<file path="config.mk">
export PLATFORM = sky130hd
export DESIGN_NAME = tug_game_ctrl
export DESIGN_NICKNAME = d
export VERILOG_FILES = /design/src/rtl/tug_game_ctrl.sv
export SDC_FILE = /design/constraint.sdc
export NUM_CORES = 1
export LEC_CHECK = 0
export BUFFER_PORTS_ARGS = -buffer_cell sky130_fd_sc_hd__buf_4
export CORE_MARGIN = 2
export CORE_UTILIZATION = 58
export DETAILED_ROUTE_END_ITERATION = 16
export PLACE_DENSITY = 0.8
export SYNTH_ARGS = -nofsm -noshare
export SYNTH_HDL_FRONTEND = slang
export SYNTH_SLANG_ARGS = --single-unit
</file>
<file path="constraint.sdc">
create_clock -name i_clk -period 6.65 [get_ports i_clk]
set_clock_uncertainty 0.15 [all_clocks]
set_input_delay 0.9975 -clock i_clk [delete_from_list [all_inputs] [get_ports i_clk]]
set_output_delay 0.9975 -clock i_clk [all_outputs]
set_load 0.1 [all_outputs]
</file>
<file path="src/rtl/tug_game_ctrl.sv">
// Tug-of-war game sequencer: idle -> countdown -> play -> win blink -> idle.
// Drives the LED mux select, the one-hot rope position, the winner flag and busy.
module tug_game_ctrl #(
  parameter int unsigned COUNT_TICKS = 3,
  parameter int unsigned BLINK_TICKS = 2,
  parameter int unsigned WIN_BLINKS  = 4
) (
  input  logic       i_clk,
  input  logic       i_rst_n,
  input  logic       i_tick,
  input  logic       i_start,
  input  logic       i_btn_a,
  input  logic       i_btn_b,
  output logic [1:0] o_led_control,
  output logic [6:0] o_score,
  output logic [1:0] o_winner,
  output logic       o_busy
);

  localparam int unsigned MaxTicks = (COUNT_TICKS > BLINK_TICKS) ? COUNT_TICKS : BLINK_TICKS;
  localparam int unsigned TickW    = $clog2(MaxTicks + 1);
  localparam int unsigned BlinkW   = $clog2(2 * WIN_BLINKS + 1);

  localparam logic [TickW-1:0]  CountLast = TickW'(COUNT_TICKS - 1);
  localparam logic [TickW-1:0]  BlinkLast = TickW'(BLINK_TICKS - 1);
  localparam logic [BlinkW-1:0] PhaseLast = BlinkW'(2 * WIN_BLINKS - 1);
  localparam logic [2:0]        PosCenter = 3'd3;
  localparam logic [2:0]        PosMax    = 3'd6;
  localparam logic [2:0]        PosMin    = 3'd0;

  typedef enum logic [1:0] {StIdle, StCountdown, StPlay, StWin} state_e;

  state_e             r_state, w_state_d;
  logic [TickW-1:0]   r_tick_cnt, w_tick_cnt_d;
  logic [BlinkW-1:0]  r_blink_cnt, w_blink_cnt_d;
  logic               r_phase_on, w_phase_on_d;
  logic [2:0]         r_pos, w_pos_d;
  logic [1:0]         r_winner, w_winner_d;
  logic               r_btn_a, r_btn_b;
  logic [1:0]         r_led, w_led_d;
  logic [6:0]         r_score, w_score_d;
  logic               r_busy, w_busy_d;
  logic               w_press_a, w_press_b;

  assign w_press_a = i_btn_a & ~r_btn_a;
  assign w_press_b = i_btn_b & ~r_btn_b;

  always_comb begin
    w_state_d     = r_state;
    w_tick_cnt_d  = r_tick_cnt;
    w_blink_cnt_d = r_blink_cnt;
    w_phase_on_d  = r_phase_on;
    w_pos_d       = r_pos;
    w_winner_d    = r_winner;
    unique case (r_state)
      StIdle: begin
        if (i_start) begin
          w_state_d    = StCountdown;
          w_tick_cnt_d = '0;
          w_winner_d   = 2'b00;
          w_pos_d      = PosCenter;
        end
      end
      StCountdown: begin
        if (i_tick) begin
          if (r_tick_cnt == CountLast) begin
            w_state_d    = StPlay;
            w_tick_cnt_d = '0;
            w_pos_d      = PosCenter;
          end else begin
            w_tick_cnt_d = r_tick_cnt + 1'b1;
          end
        end
      end
      StPlay: begin
        if (w_press_a && !w_press_b && r_pos != PosMax) begin
          w_pos_d = r_pos + 3'd1;
        end else if (w_press_b && !w_press_a && r_pos != PosMin) begin
          w_pos_d = r_pos - 3'd1;
        end
        // Reaching either end wins on the same edge as the move.
        if (w_pos_d == PosMax || w_pos_d == PosMin) begin
          w_state_d     = StWin;
          w_winner_d    = (w_pos_d == PosMax) ? 2'b01 : 2'b10;
          w_tick_cnt_d  = '0;
          w_blink_cnt_d = '0;
          w_phase_on_d  = 1'b1;
        end
      end
      StWin: begin
        if (i_tick) begin
          if (r_tick_cnt == BlinkLast) begin
            w_tick_cnt_d = '0;
            w_phase_on_d = ~r_phase_on;
            if (r_blink_cnt == PhaseLast) begin
              w_state_d     = StIdle;
              w_blink_cnt_d = '0;
              w_pos_d       = PosCenter;
            end else begin
              w_blink_cnt_d = r_blink_cnt + 1'b1;
            end
          end else begin
            w_tick_cnt_d = r_tick_cnt + 1'b1;
          end
        end
      end
      default: w_state_d = StIdle;
    endcase
  end

  // Outputs are decoded from next-state values so they register together with the state.
  always_comb begin
    w_led_d = 2'b00;
    unique case (w_state_d)
      StIdle:      w_led_d = 2'b00;
      StCountdown: w_led_d = 2'b01;
      StPlay:      w_led_d = 2'b10;
      StWin:       w_led_d = 2'b11;
      default:     w_led_d = 2'b00;
    endcase
    w_score_d = (w_state_d == StWin && !w_phase_on_d) ? 7'd0 : (7'd1 << w_pos_d);
    w_busy_d  = (w_state_d != StIdle);
  end

  always_ff @(posedge i_clk) begin
    if (!i_rst_n) begin
      r_state     <= StIdle;
      r_tick_cnt  <= '0;
      r_blink_cnt <= '0;
      r_phase_on  <= 1'b1;
      r_pos       <= PosCenter;
      r_winner    <= 2'b00;
      r_btn_a     <= 1'b0;
      r_btn_b     <= 1'b0;
      r_led       <= 2'b00;
      r_score     <= 7'b0001000;
      r_busy      <= 1'b0;
    end else begin
      r_state     <= w_state_d;
      r_tick_cnt  <= w_tick_cnt_d;
      r_blink_cnt <= w_blink_cnt_d;
      r_phase_on  <= w_phase_on_d;
      r_pos       <= w_pos_d;
      r_winner    <= w_winner_d;
      r_btn_a     <= i_btn_a;
      r_btn_b     <= i_btn_b;
      r_led       <= w_led_d;
      r_score     <= w_score_d;
      r_busy      <= w_busy_d;
    end
  end

  assign o_led_control = r_led;
  assign o_score       = r_score;
  assign o_winner      = r_winner;
  assign o_busy        = r_busy;

endmodule
</file>
==> summary.md <==
In this run the critical register-to-register path is captured at r_blink_cnt[0]. For this design the top-level I/O count stands at 18. The floorplan step set the die height to 52.5 µm.

For this block, the initial DRC count from the detailed router was 21. The tools report the total routing usage reported by global routing as 23.9%. From left edge to right edge, the die measures 52.5 µm. The count of nets left with antenna violations once routing finished came out at 0. Of all flip-flops after synthesis, the portion carrying an async set or reset was 0%. The count of final max-slew check failures was 0.

Across the run, the number of max-cap violations was 0. After clock tree synthesis, the flow added hold-fix buffers numbering 0. The run gives 2 as the maximum clock path buffer count.

The final route contains 1232 vias. The number of placed instances, taps included, is 201. After detailed routing, the met3 layer carries 161 µm of wire.

Once detailed placement completed, the half-perimeter wirelength came to 2.14 mm. Counting every instance in the synthesized netlist gives 161. Of all nets on the critical path, the largest fanout is 6. Setup repair after global routing left no endpoint under its margin. The tightest min-delay check is of the reg2reg type. Sink count of the clock tree: 26. The buffers inserted during post-CTS setup optimization is 0.

Synthesized flop and latch total: 26. 0 antenna diodes ended up in the layout. The residual DRC count is 0. TritonCTS built the clock tree. The root buffer selected by CTS is clkbuf_4. The routed design uses 1.29 mm of met2 wire. After detailed routing, the wire length on met1 is 1.38 mm.

The synthesized netlist contains 51 unique library cells. After floorplanning, the core was divided into 17 placement rows. The power density normalized to cell area is 185 nW/µm², and the share of layout cells above drive strength 1 is 16.9%.

The placement-stage cell area came out at 1500 µm². The number of cells on the worst hold path is 2, and the maximum number of pins on one net before global-route repair is 21. The via density per instance is 6.01, and the worst path arrival time is 2.73 ns.

The logs give 57.8% for the worst slew slack as a fraction of its limit and 205 for the count of non-filler cells in the finished layout. Signal routing reaches up to met4. The worst register-to-register path begins at r_pos[0]. The shortest clock period the worst path allows after layout was 2.63 ns; the synthesis warning total was 0. Dominant synthesized flop cell: dfxtp_1.

Summing every instance area after synthesis gives 1370 µm². Summed over all cells, the static leakage comes to 0.624 nW. The tools report the initial antenna violation count as 0. The worst hold path begins at r_blink_cnt[1].

The logs give 0.349 ns for the worst hold margin and 3 for the number of buffers added by the clock tree synthesis step. For the worst-skew pair, the clock arrives at the later sink with an insertion delay of 0.33 ns. The worst setup path is captured at a register. The worst-margin pin slew came out at 0.618 ns. The post-synthesis to final-layout area growth came out at 12.4%. The register area share after synthesis is 38.1%, and the via count of the first global-routing pass is 1152. The net count of the mapped netlist was 172; the average size of a mapped cell was 8.48 µm². The tools report the kind of start point of the critical path as an input pin.

Yosys mapped a number of flops with a built-in enable equal to 0. For hold timing, the worst endpoint is r_blink_cnt[1]. After clock tree synthesis, the repair step resized 0 gates. Setup violation total in the final timing report: 0. After clock tree synthesis, the clock-pin slew on the worst setup and hold paths is 0.14 ns. The endpoint required time on the critical path came out at 6.75 ns.

The critical path in this run is classified as in2reg. Leaving out fill and tap cells, the most frequent cell in the layout is dfxtp_1. The total overflow left after global routing is 0. For the final routed database, the setup TNS stands at 0 ns.

For the count of endpoints failing hold in the final timing report, the log shows 0. Measured in cells, the most critical reg-to-reg path has a length of 9. The first global-routing pass estimated 4.93 mm of wire. Across all register-to-register paths, the minimum setup slack is 4.15 ns. The final layout contains routed wiring with a total length of 2.87 mm. The library cells used most frequently in the layout, excluding fill and tap cells, are dfxtp_1, buf_4, nand2_1. For the global placer's final weighted congestion, the log shows 0.885. The starting utilization of the core area came out at 61.7%. Once layout is done, the placed cells without fillers occupy 1530 µm². For the final net count, the log shows 189. The run gives 2760 µm² as the area of the die.

The tools report the maximum operating frequency as 0.380 GHz. The design draws 283 µW. The worst path uses 39.6% of the clock period.

After detailed routing, the average wire length per cell comes to 14.0 µm. The flow ran to the end, and the final reports show no timing, DRC or antenna violations. The core area was 2210 µm²; the count of port buffers added during placement was 17. The worst-case IR drop observed on VDD is 0.135 mV.

The logs give 1 for the number of H-tree branching levels and 4 for the number of iterations in the first detailed-routing pass.
[worst max path at each step]
stage / from / to / slack, ns
floorplan: i_btn_a / o_winner[0] / 3.96
finish: i_btn_a / o_winner[0] / 4.02
detailed placement: i_btn_a / o_winner[0] / 3.67
CTS: i_btn_a / o_winner[0] / 4.02
global placement: i_btn_a / o_winner[0] / 3.73
global route: i_btn_a / r_blink_cnt[0] / 3.80
[worst max-delay path, cell delays in order]
cell      delay, ns
buf_4          0.11
nor2b_2        0.18
and4_1         0.23
nor3_1         0.28
and4bb_1       0.31
o211ai_2       0.23
nand2_1        0.14
a311oi_1       0.27
[cell type report]
class	instances	area, µm²
fill	183	678
timing repair buffer	17	128
clock buffer	4	36.3
multi-input combinational	122	785
sequential	26	520
tap	28	35.0
inverter	8	30.0
[registers in the layout (all words and copies together) (netlist names)]
register       count
o_score            7
r_blink_cnt        4
r_pos              3
o_led_control      2
o_winner           2
r_state            2
r_tick_cnt         2
o_busy             1
r_btn_a            1
r_btn_b            1
r_phase_on         1
[stage by stage]
step           setup slack [ns]  util, %
2_1_floorplan              3.96        -
3_3_place_gp               3.73     67.7
3_5_place_dp               3.67     67.7
4_1_cts                    4.02     69.3
5_1_grt                    3.80     69.3
6_report                   4.02     69.3
[synth_stat cells, types with 2 or more instances]
cell type,number,share of area [%]
nand3b_1,4,2.2
inv_1,5,1.4
o21a_1,6,3.3
a21o_1,2,1.1
dfxtp_1,26,38
and2_1,4,1.8
nor4_1,4,1.8
and3_1,3,1.4
o22ai_1,3,1.4
nor3_1,5,1.8
nand2_1,16,4.4
ha_1,5,4.6
nor2_1,14,3.8
o21ai_0,6,2.2
o21ai_1,2,0.73
a311oi_1,2,1.3
inv_2,2,0.55
clkbuf_1,3,0.82
nand3_1,4,1.5
a21oi_1,8,2.9
nand2b_1,2,0.92
a31o_1,2,1.3
a211o_1,2,1.3
a31oi_1,4,1.8
[layer usage]
metal / GRT usage [%] / up-vias
met5: 0 / -
met1: 31.4 / 569
met4: 7.26 / 0
li1: - / 624
met3: 5.71 / 5
met2: 38.5 / 34
[kinds of logic after synthesis]
| kind of cell | count (synthesis) | synth area share (%) |
|---|---|---|
| adders and majority gates | 5 | 4.58 |
| AOI/OAI and AO/OA | 44 | 21.8 |
| xor gates and xnor gates | 3 | 2.48 |
| and+or+nand+nor | 69 | 27.9 |
| muxes | 1 | 0.733 |
| DFF | 26 | 38.1 |
| buffers and inverters | 13 | 4.40 |
[report_power, final]
part,total [mW],leakage [nW],switching [mW],internal (mW)
clock,0.0817,0.0210,0.0481,0.0335
sequential,0.162,0.211,0.00335,0.159
combinational,0.0393,0.392,0.0269,0.0124
(Power assumes the default switching activity.)
